$ cat src/rtl/rs_wakeup_queue_pkg.sv
// rtl/rs_wakeup_queue_pkg.sv - shared sizes, entry/writeback types and wakeup-match helper
//
// Purpose: types shared by the reservation station, its age selector and the bench.
//   RS_DEPTH    default reservation-station depth
//   N_WB_PORTS  default number of writeback buses snooped for wakeup
//   rs_entry_t  dispatched micro-op with per-source ready bits
//   wb_pkt_t    writeback broadcast (valid / destination preg / destination used)
//   wb_hit()    1 when a writeback packet wakes the given physical register
package rs_wakeup_queue_pkg;

  localparam int RS_DEPTH   = 8;
  localparam int N_WB_PORTS = 3;
  localparam int PREG_W     = 6;
  localparam int ROB_W      = 5;
  localparam int OP_W       = 8;

  typedef struct packed {
    logic [ROB_W-1:0]  rob_tag;
    logic [OP_W-1:0]   op;
    logic [PREG_W-1:0] prd;
    logic [PREG_W-1:0] prs1;
    logic              prs1_ready;
    logic [PREG_W-1:0] prs2;
    logic              prs2_ready;
  } rs_entry_t;

  typedef struct packed {
    logic              valid;
    logic [PREG_W-1:0] prd;
    logic              rd_used;
  } wb_pkt_t;

  typedef wb_pkt_t wb_bus_t [N_WB_PORTS];

  function automatic logic wb_hit(wb_pkt_t pkt, logic [PREG_W-1:0] preg);
    return pkt.valid && pkt.rd_used && (pkt.prd == preg);
  endfunction

endpackage

$ cat src/rtl/rs_wakeup_queue_if.sv
// rtl/rs_wakeup_queue_if.sv - dispatch, wakeup and issue bundle of the reservation station
//
// Purpose: groups every non-clock/reset signal of rs_wakeup_queue.
//   flush                       synchronous squash
//   in_valid/in_ready/in_entry  dispatch handshake
//   wb[N_WB]                    writeback buses snooped for wakeup
//   issue_valid/issue_ready/issue_entry  issue handshake toward the FU
//   occupancy                   count of resident entries
// Modports: master = dispatch/FU side, slave = the reservation station.
interface rs_wakeup_queue_if #(
  parameter int DEPTH = rs_wakeup_queue_pkg::RS_DEPTH,
  parameter int N_WB  = rs_wakeup_queue_pkg::N_WB_PORTS
);
  import rs_wakeup_queue_pkg::*;

  localparam int OCC_W = $clog2(DEPTH + 1);

  logic                 flush;
  logic                 in_valid;
  logic                 in_ready;
  rs_entry_t            in_entry;
  wb_pkt_t [N_WB-1:0]   wb;
  logic                 issue_valid;
  logic                 issue_ready;
  rs_entry_t            issue_entry;
  logic [OCC_W-1:0]     occupancy;

  modport master (
    output flush, in_valid, in_entry, wb, issue_ready,
    input  in_ready, issue_valid, issue_entry, occupancy
  );

  modport slave (
    input  flush, in_valid, in_entry, wb, issue_ready,
    output in_ready, issue_valid, issue_entry, occupancy
  );

endinterface

$ cat src/rtl/rs_age_select.sv
// rtl/rs_age_select.sv - age matrix with oldest-ready one-hot select
//
// Purpose: tracks relative allocation order of DEPTH slots and picks the oldest
// ready one. Shared with the LSU queue.
//   clk, rst_n  clock, asynchronous active-low reset (matrix cleared)
//   valid       slots currently resident (before this cycle's allocation)
//   alloc_oh    one-hot slot allocated at this edge, or zero
//   ready       slots eligible for selection
//   grant       one-hot oldest ready slot, zero when none ready
module rs_age_select #(
  parameter int DEPTH = 8
) (
  input  logic             clk,
  input  logic             rst_n,
  input  logic [DEPTH-1:0] valid,
  input  logic [DEPTH-1:0] alloc_oh,
  input  logic [DEPTH-1:0] ready,
  output logic [DEPTH-1:0] grant
);

  // older[i][j] = 1 when slot i was allocated before slot j.
  logic [DEPTH-1:0] older   [DEPTH];
  logic [DEPTH-1:0] older_d [DEPTH];
  logic [DEPTH-1:0] blocked;

  // A new entry is younger than everything resident: its row clears, its
  // column takes the current valid vector. Stale bits of free slots are
  // harmless because select only looks at ready (hence valid) rows.
  always_comb begin
    for (int i = 0; i < DEPTH; i++) older_d[i] = older[i];
    for (int i = 0; i < DEPTH; i++) begin
      if (alloc_oh[i]) begin
        older_d[i] = '0;
        for (int j = 0; j < DEPTH; j++) older_d[j][i] = valid[j];
      end
    end
  end

  always_ff @(posedge clk or negedge rst_n) begin
    if (!rst_n) begin
      for (int i = 0; i < DEPTH; i++) older[i] <= '0;
    end else begin
      for (int i = 0; i < DEPTH; i++) older[i] <= older_d[i];
    end
  end

  // Slot i wins unless some other ready slot is older than it.
  always_comb begin
    blocked = '0;
    for (int i = 0; i < DEPTH; i++) begin
      for (int j = 0; j < DEPTH; j++) begin
        if (ready[j] && older[j][i]) blocked[i] = 1'b1;
      end
    end
    grant = ready & ~blocked;
  end

endmodule

$ cat src/rtl/rs_wakeup_queue.sv
// rtl/rs_wakeup_queue.sv - reservation station with writeback wakeup and oldest-ready issue
//
// Purpose: holds dispatched entries for one FU, wakes their source operands
// from N_WB writeback buses and issues the oldest fully-ready entry.
//   clk    clock
//   rst_n  asynchronous active-low reset, drops all entries immediately
//   bus    rs_wakeup_queue_if.slave: flush, dispatch (in_*), wb buses,
//          issue (issue_*), occupancy
module rs_wakeup_queue
  import rs_wakeup_queue_pkg::*;
#(
  parameter int DEPTH = RS_DEPTH,
  parameter int N_WB  = N_WB_PORTS
) (
  input  logic               clk,
  input  logic               rst_n,
  rs_wakeup_queue_if.slave   bus
);

  localparam int OCC_W = $clog2(DEPTH + 1);

  logic [DEPTH-1:0] valid_q;
  rs_entry_t        entries_q [DEPTH];
  rs_entry_t        entries_w [DEPTH];
  rs_entry_t        in_w;
  logic [DEPTH-1:0] ready_vec;
  logic [DEPTH-1:0] grant;
  logic [DEPTH-1:0] free_oh;
  logic [DEPTH-1:0] alloc_oh;
  logic [DEPTH-1:0] issue_oh;
  logic [OCC_W-1:0] occ;
  logic             do_alloc;
  logic             do_issue;

  // Wakeup: the incoming entry and every stored entry OR in any bus match.
  // Waking the incoming entry closes the window where its producer
  // broadcasts in the very cycle it is dispatched.
  always_comb begin
    in_w = bus.in_entry;
    for (int k = 0; k < N_WB; k++) begin
      if (wb_hit(bus.wb[k], bus.in_entry.prs1)) in_w.prs1_ready = 1'b1;
      if (wb_hit(bus.wb[k], bus.in_entry.prs2)) in_w.prs2_ready = 1'b1;
    end
    for (int i = 0; i < DEPTH; i++) begin
      entries_w[i] = entries_q[i];
      for (int k = 0; k < N_WB; k++) begin
        if (wb_hit(bus.wb[k], entries_q[i].prs1)) entries_w[i].prs1_ready = 1'b1;
        if (wb_hit(bus.wb[k], entries_q[i].prs2)) entries_w[i].prs2_ready = 1'b1;
      end
    end
  end

  // Readiness uses registered bits only, so a wakeup never issues same-cycle.
  always_comb begin
    for (int i = 0; i < DEPTH; i++) begin
      ready_vec[i] = valid_q[i] && entries_q[i].prs1_ready && entries_q[i].prs2_ready;
    end
  end

  always_comb begin
    occ = '0;
    for (int i = 0; i < DEPTH; i++) occ = occ + OCC_W'(valid_q[i]);
  end

  // Descending scan so the lowest free index is the last one written.
  always_comb begin
    free_oh = '0;
    for (int i = DEPTH - 1; i >= 0; i--) begin
      if (!valid_q[i]) begin
        free_oh    = '0;
        free_oh[i] = 1'b1;
      end
    end
  end

  rs_age_select #(.DEPTH(DEPTH)) u_age (
    .clk      (clk),
    .rst_n    (rst_n),
    .valid    (valid_q),
    .alloc_oh (alloc_oh),
    .ready    (ready_vec),
    .grant    (grant)
  );

  assign bus.in_ready    = (occ != OCC_W'(DEPTH));
  assign bus.occupancy   = occ;
  assign bus.issue_valid = |ready_vec;

  assign do_alloc = bus.in_valid && bus.in_ready && !bus.flush;
  assign do_issue = bus.issue_valid && bus.issue_ready && !bus.flush;
  assign alloc_oh = do_alloc ? free_oh : '0;
  assign issue_oh = do_issue ? grant : '0;

  // Grant is one-hot, so the last match is the only match; slot 0 when idle.
  always_comb begin
    bus.issue_entry = entries_q[0];
    for (int i = 0; i < DEPTH; i++) begin
      if (grant[i]) bus.issue_entry = entries_q[i];
    end
  end

  always_ff @(posedge clk or negedge rst_n) begin
    if (!rst_n) begin
      valid_q <= '0;
    end else if (bus.flush) begin
      valid_q <= '0;
    end else begin
      valid_q <= (valid_q & ~issue_oh) | alloc_oh;
    end
  end

  // Payloads need no reset: they are only observed behind a valid bit.
  always_ff @(posedge clk) begin
    for (int i = 0; i < DEPTH; i++) begin
      entries_q[i] <= alloc_oh[i] ? in_w : entries_w[i];
    end
  end

endmodule
$ cat src/flat_wrapper.sv
// flat-port wrapper written by rule: the top's interface ports become plain ports
module rs_wakeup_queue_flat import rs_wakeup_queue_pkg::*;
#(
  parameter int DEPTH = RS_DEPTH,
  parameter int N_WB  = N_WB_PORTS
)
  (clk, rst_n, bus_flush, bus_in_valid, bus_in_entry, bus_wb, bus_issue_ready, bus_in_ready, bus_issue_valid, bus_issue_entry, bus_occupancy);
  rs_wakeup_queue_if #(.DEPTH(DEPTH), .N_WB(N_WB)) bus_i ();
  input  logic clk;
  input  logic rst_n;
  input wire logic [$bits(bus_i.flush)-1:0] bus_flush;
  input wire logic [$bits(bus_i.in_valid)-1:0] bus_in_valid;
  input wire logic [$bits(bus_i.in_entry)-1:0] bus_in_entry;
  input wire logic [$bits(bus_i.wb)-1:0] bus_wb;
  input wire logic [$bits(bus_i.issue_ready)-1:0] bus_issue_ready;
  output wire logic [$bits(bus_i.in_ready)-1:0] bus_in_ready;
  output wire logic [$bits(bus_i.issue_valid)-1:0] bus_issue_valid;
  output wire logic [$bits(bus_i.issue_entry)-1:0] bus_issue_entry;
  output wire logic [$bits(bus_i.occupancy)-1:0] bus_occupancy;
  assign bus_i.flush = bus_flush;
  assign bus_i.in_valid = bus_in_valid;
  assign bus_i.in_entry = bus_in_entry;
  assign bus_i.wb = bus_wb;
  assign bus_i.issue_ready = bus_issue_ready;
  assign bus_in_ready = bus_i.in_ready;
  assign bus_issue_valid = bus_i.issue_valid;
  assign bus_issue_entry = bus_i.issue_entry;
  assign bus_occupancy = bus_i.occupancy;
  rs_wakeup_queue #(.DEPTH(DEPTH), .N_WB(N_WB)) u_core (.clk(clk), .rst_n(rst_n), .bus(bus_i));
endmodule
$ cat config.mk
export PLATFORM = sky130hd
export DESIGN_NAME = rs_wakeup_queue_flat
export DESIGN_NICKNAME = d
export VERILOG_FILES = /design/src/rtl/rs_wakeup_queue_pkg.sv /design/src/rtl/rs_wakeup_queue_if.sv /design/src/rtl/rs_age_select.sv /design/src/rtl/rs_wakeup_queue.sv /design/src/flat_wrapper.sv
export SDC_FILE = /design/constraint.sdc
export NUM_CORES = 1
export LEC_CHECK = 0
export ABC_AREA = 1
export CAP_MARGIN = 20
export CORE_UTILIZATION = 55
export CTS_CLUSTER_DIAMETER = 120
export DETAILED_ROUTE_END_ITERATION = 8
export PLACE_DENSITY = 0.77
export SLEW_MARGIN = 20
export SYNTH_ARGS = -nofsm -noshare
export SYNTH_HDL_FRONTEND = slang
export SYNTH_SLANG_ARGS = --single-unit
export TNS_END_PERCENT = 50
$ cat constraint.sdc
create_clock -name clk -period 5.6 [get_ports clk]
set_clock_uncertainty 0.1 [all_clocks]
set_input_delay 1.12 -clock clk [delete_from_list [all_inputs] [get_ports clk]]
set_output_delay 1.12 -clock clk [all_outputs]
set_load 0.01 [all_outputs]
# Word-level counts from Yosys, hierarchy flattened
# Memories as Yosys holds them, arrays and structs flattened.
# Cells that the tools add are included.
# totals
ff_bits,72
latchBits,0
ram_bits,264
romBits,0
n_memories,1
# op_classes
n_addsub,7
mul,0
n_div,0
magnitude_cmp,0
eq_ne,55
shift,0
muxes,208
bitwise_logic,5
n_reduce_logical,171
# mem_list
memory,words,width,rd,rd_clocked_by_memory_dff,write_ports,line_no,source
u_core.entries_q,8,33,8,0,8,rs_wakeup_queue.sv:23,rs_entry_t entries_q [DEPTH];
# ops
cell,count
$mux 33,15
$eq 6x6->1,54
$mux 1,174
$mux 8,18
$logic_and 1x1->1,141
$reduce_bool 2->1,28
$add 4x1->4,6
$and 8x8->8,2
$not 8->8,2
$or 8x8->8,1
$reduce_or 8->1,1
$mux 7,1
$ne 4x4->1 const B,1
$add 1x1->2,1
$logic_not 1->1,1

# Depth between registers and ports, before layout
# An unclocked memory read counts as a cell.
# logic_depth
word_depth,21
depth_mapped,17

# Modules after synthesis
# Synthesis repeated with hierarchy kept, for this count alone.
# unflattened
hier_cells,2815
area_unflattened_um2,20070.5
# modules_own_cells
mod,n_inst,cells_each,area_per_inst_um2
rs_wakeup_queue,1,2409,16915.0
rs_age_select,1,406,3155.5

# Worst setup path before layout
# Ideal clock, no wire load.
# synth_timing
path_kind,reg2reg
startpoint,"register, netlist name u_core.valid_q[1]"
endpoint,memory u_core.entries_q[1][34] (netlist bit) (enable)
setup_time_ns,0.468
arrival_time_ns,5.574
required_time_ns,5.032
slack_ns,-0.541
path_stages_with_launch,12
period_less_slack_ns,6.141
path_cell_list,dfrtp_1 > inv_1 > ha_1 > fa_1 > fa_1 > fa_1 > fa_1 > xnor2_1 > nor2_1 > nand2_1 > nand3_4 > nor3_1
# synth_rtl
item,line_no
"end, declared",rs_wakeup_queue.sv:23

# Worst setup path in the final report
# layout_timing
startpoint,register u_core.valid_q[0]
endpoint,output port bus_in_ready
# layout_between
elab_chain_cells,8
# layout_rtl
item,line_no,source
"start, declared",rs_wakeup_queue.sv:22,logic [DEPTH-1:0] valid_q;
"start signal, assigned",rs_wakeup_queue.sv:108,valid_q <= (valid_q & ~issue_oh) | alloc_oh;
$add 1x1->2,rs_wakeup_queue.sv:62,for (int i = 0; i < DEPTH; i++) occ = occ + OCC_W'(valid_q[i]);
$add 4x1->4 (6 in series),rs_wakeup_queue.sv:62,
$ne 4x4->1,rs_wakeup_queue.sv:85,assign bus.in_ready = (occ != OCC_W'(DEPTH));
"end, declared",flat_wrapper.sv:16,output wire logic [$bits(bus_i.in_ready)-1:0] bus_in_ready;
# No other way between the ends.

==> results.json <==
{
  "synth.most_common_cell": "nand2_1",
  "timing.slew.headroom_pct": 26.4,
  "fin_crit_ns": 5.38,
  "slew_viol_final": 0,
  "antenna_violations_before_repair": 0,
  "synthesis.yosys.warnings": 0,
  "timing.max_cap.violations": 0,
  "post_cts_resized": 0,
  "floorplan.rows": 67,
  "min_period_over_period_pct": 96.1,
  "critical_path.most_common_cell": "fa_1",
  "synth_fa_ha_area_share_pct": 0.680,
  "initial_utilization_pct": 56.5,
  "power.density_cell_area_nw_per_um2": 272,
  "setup_tns_ns": 0,
  "synthesized_area_fraction_occupied_by_ao_oa_aoi_and_oai_cells_pct": 13.3,
  "worst-endpoint-arrival_ns": 4.16,
  "combined_area_of_all_synthesized_cells_um2": 19100,
  "cts.path.max_buffers": 3,
  "finish_stage_setup_viols": 0,
  "dp_hpwl_um": 43100,
  "timing.critical_path.slowest_cell_delay_ns": 0.57,
  "synthXorXnorAreaFrac_pct": 4.21,
  "critical_path_required_ns": 4.38,
  "first_global_vias": 16890,
  "irDropWorstVdd_mv": 0.283,
  "synth_area_leaders": "edfxtp_1, nand2_1, dfrtp_1, inv_1, o22ai_1",
  "synth_fp_nets": 2318,
  "outcome": "completed",
  "critical_path_type": "reg2out",
  "grt_first_pass_wirelength_um": 101000,
  "post_dp_cell_area_um2": 20600,
  "die_h_um": 189,
  "share_of_the_synthesized_area_in_the_top_cell_type_pct": 38.9,
  "floorplan.core_area_um2": 33900,
  "gr-usage-all-layers_pct": 38.0,
  "worstSetupStartpointType": "flop",
  "critical_path_buf_inv_count": 1,
  "floorplan.io_pins": 101,
  "detailedRoute.firstIterationViolations": 2287,
  "synth_simple_gate_area_share_pct": 21.7,
  "fin_total_pwr_mw": 5.95,
  "cts_tree": "built",
  "fp.dieArea_um2": 35600,
  "antenna-diode-count": 0,
  "slowest_stage": "clkdlybuf4s50_1",
  "synth-seq-cells": 336,
  "fmaxAchievable_mhz": 186,
  "postCtsSetupBuffers": 0,
  "path_clk_slew_ns": 0.06,
  "max_slew.worst_pin.slew_ns": 1.10,
  "synth_top_family_by_area": "simple AND/OR/NAND/NOR gates",
  "clock-sinks": 336,
  "grt_ovf": 0,
  "grt_start_max_net_pins": 49,
  "gp_routability_congestion": 1.01,
  "worstHoldPathType": "reg2reg",
  "hold_viol": 0,
  "postSynth.topFlopCell": "edfxtp_1",
  "synth_enable_flop_cells": 248,
  "htreeDepth": 2,
  "detail_route.vias_per_cell": 6.23,
  "place.port_buffers": 100,
  "async_reset_ff_share_pct": 21.4,
  "rsz_0062_raised_after_global_routing": "false",
  "timing.critical_path.to_type": "primary output",
  "die_width_um": 189,
  "route.antenna.remaining_nets": 0,
  "worstSkewPairLatency_ns": 0.53,
  "wirelength_um": 67800,
  "final_layout_size_suffix_gt1_share_pct": 9.77,
  "final.fill_count": 2796,
  "critical-path-top-delay-family": "adder cells",
  "total_number_of_nets_in_the_final_design": 2408,
  "synth.area.mux_share_pct": 0,
  "first_pass_iters": 8,
  "synthTopCellsByCount": "nand2_1, inv_1, edfxtp_1, o21ai_0, nand3_1",
  "route.detailed.drc": 0,
  "leakage_dissipation_nw": 9.28,
  "worstPathMaxFanout": 9,
  "area.growth.synth_to_final_pct": 14.2,
  "netlist-cell-type-count": 55,
  "timing.critical_path.cells": "ha_1 -> fa_1 -> fa_1 -> fa_1 -> fa_1 -> xnor2_1 -> nor2_1 -> nand2_1 -> clkdlybuf4s50_1",
  "synth-seq-area-share_pct": 50.0,
  "hold_buffers": 0,
  "cts_inserted_buffers": 38,
  "syn-instance-count": 2248,
  "final_cell_area_um2": 21900,
  "post_synth.cell_area_avg_um2": 8.52,
  "dr_total_vias": 17518,
  "clk_root_buffer_cell": "clkbuf_16",
  "netlist.top_cell.by_area": "edfxtp_1",
  "routed_len_inst_um": 24.1
}
[worst min-delay path: cells and delay by family (launching register included)]
kind	cells	cell delay (ns)
buf+inv	1	0.04
flops	1	0.35
simple gates	1	0.05
[flip-flops by register name, indices dropped and copies added, names as in the netlist]
name / cells
u_core.u_age.older: 64
u_core.entries_q: 264
u_core.valid_q: 8
[per-layer routing]
metal | routed length (um) | track usage, % | vias to the layer above
met3 | 8180 | 9.29 | 267
met4 | 3590 | 18.3 | 0
met2 | 29900 | 58.3 | 1249
met1 | 26100 | 50.6 | 8238
met5 | 0 | 0 | -
li1 | - | - | 7764
[cell type report]
cell class	count	area [um2]	area share [%]
Clock buffer	51	1040	4.76
Clock inverter	15	183	0.835
Inverter	351	1320	6.04
Multi-Input combinational cell	1444	7670	35.1
Sequential cell	336	9570	43.8
Tap cell	448	561	2.56
Timing Repair Buffer	167	1530	6.98
[where the power goes]
| group | total (mW) | internal, mW | switching [mW] |
|---|---|---|---|
| combinational | 0.637 | 0.220 | 0.418 |
| sequential | 2.84 | 2.75 | 0.0955 |
| clock | 2.47 | 1.45 | 1.01 |
| total | 5.95 | 4.42 | 1.53 |
[placed cells by master (no fill, tap or decap), types with 31 or more instances in the layout]
cell type        Yosys  layout
dfrtp_1             72      70
o22ai_1            117     117
xnor2_1             63      63
nand4_1             35      35
buf_4                2      66
nand3_2             37      37
a21oi_1             77      77
clkbuf_16            0      39
nor3_1              32      31
edfxtp_1           248     248
inv_2               42      42
o21ai_0            141     141
nand2_1            545     545
nand3_1            128     128
nor2_1              92      87
clkdlybuf4s50_1      0      99
inv_1              300     300
[worst paths after layout]
| kind | start | to | slack, ns | cells after the start |
|---|---|---|---|---|
| setup / recovery | u_core.valid_q[0]$_DFF_PN0_ | bus_in_ready | 0.22 | 9 |
| hold / removal | u_core.u_age.older[21]$_DFFE_PN0P_ | u_core.u_age.older[21]$_DFFE_PN0P_ | 0.37 | 2 |
| setup reg to reg | u_core.valid_q[0]$_DFF_PN0_ | u_core.entries_q[1][113]$_DFFE_PP_ | 0.95 | 13 |
| hold reg to reg | u_core.u_age.older[21]$_DFFE_PN0P_ | u_core.u_age.older[21]$_DFFE_PN0P_ | 0.37 | 2 |
| max in group asynchronous | rst_n | u_core.valid_q[6]$_DFF_PN0_ | 4.09 | 2 |
| min in group asynchronous | rst_n | u_core.u_age.older[26]$_DFFE_PN0P_ | 0.50 | 1 |
[logic make-up (layout without fill, tap and decap cells)]
group	after synthesis	in the layout
buffers and inverters	468	584
AO/OA/AOI/OAI	432	432
XOR/XNOR	92	92
flip-flops	336	336
AND/OR/NAND/NOR	912	912
adder cells (fa/ha/maj)	8	8
[stage by stage]
step	hold WS (ns)	worst slack, ns	util, %	cells
floorplan	0.329	0.304	-	2248
global placement	0.349	0.741	61.0	2746
detailed placement	0.350	0.702	61.0	2746
CTS	0.367	0.152	64.6	2812
global route	0.401	0.0497	64.6	2812
finish	0.370	0.217	64.6	2812
Power figures use the tool's default switching activity.
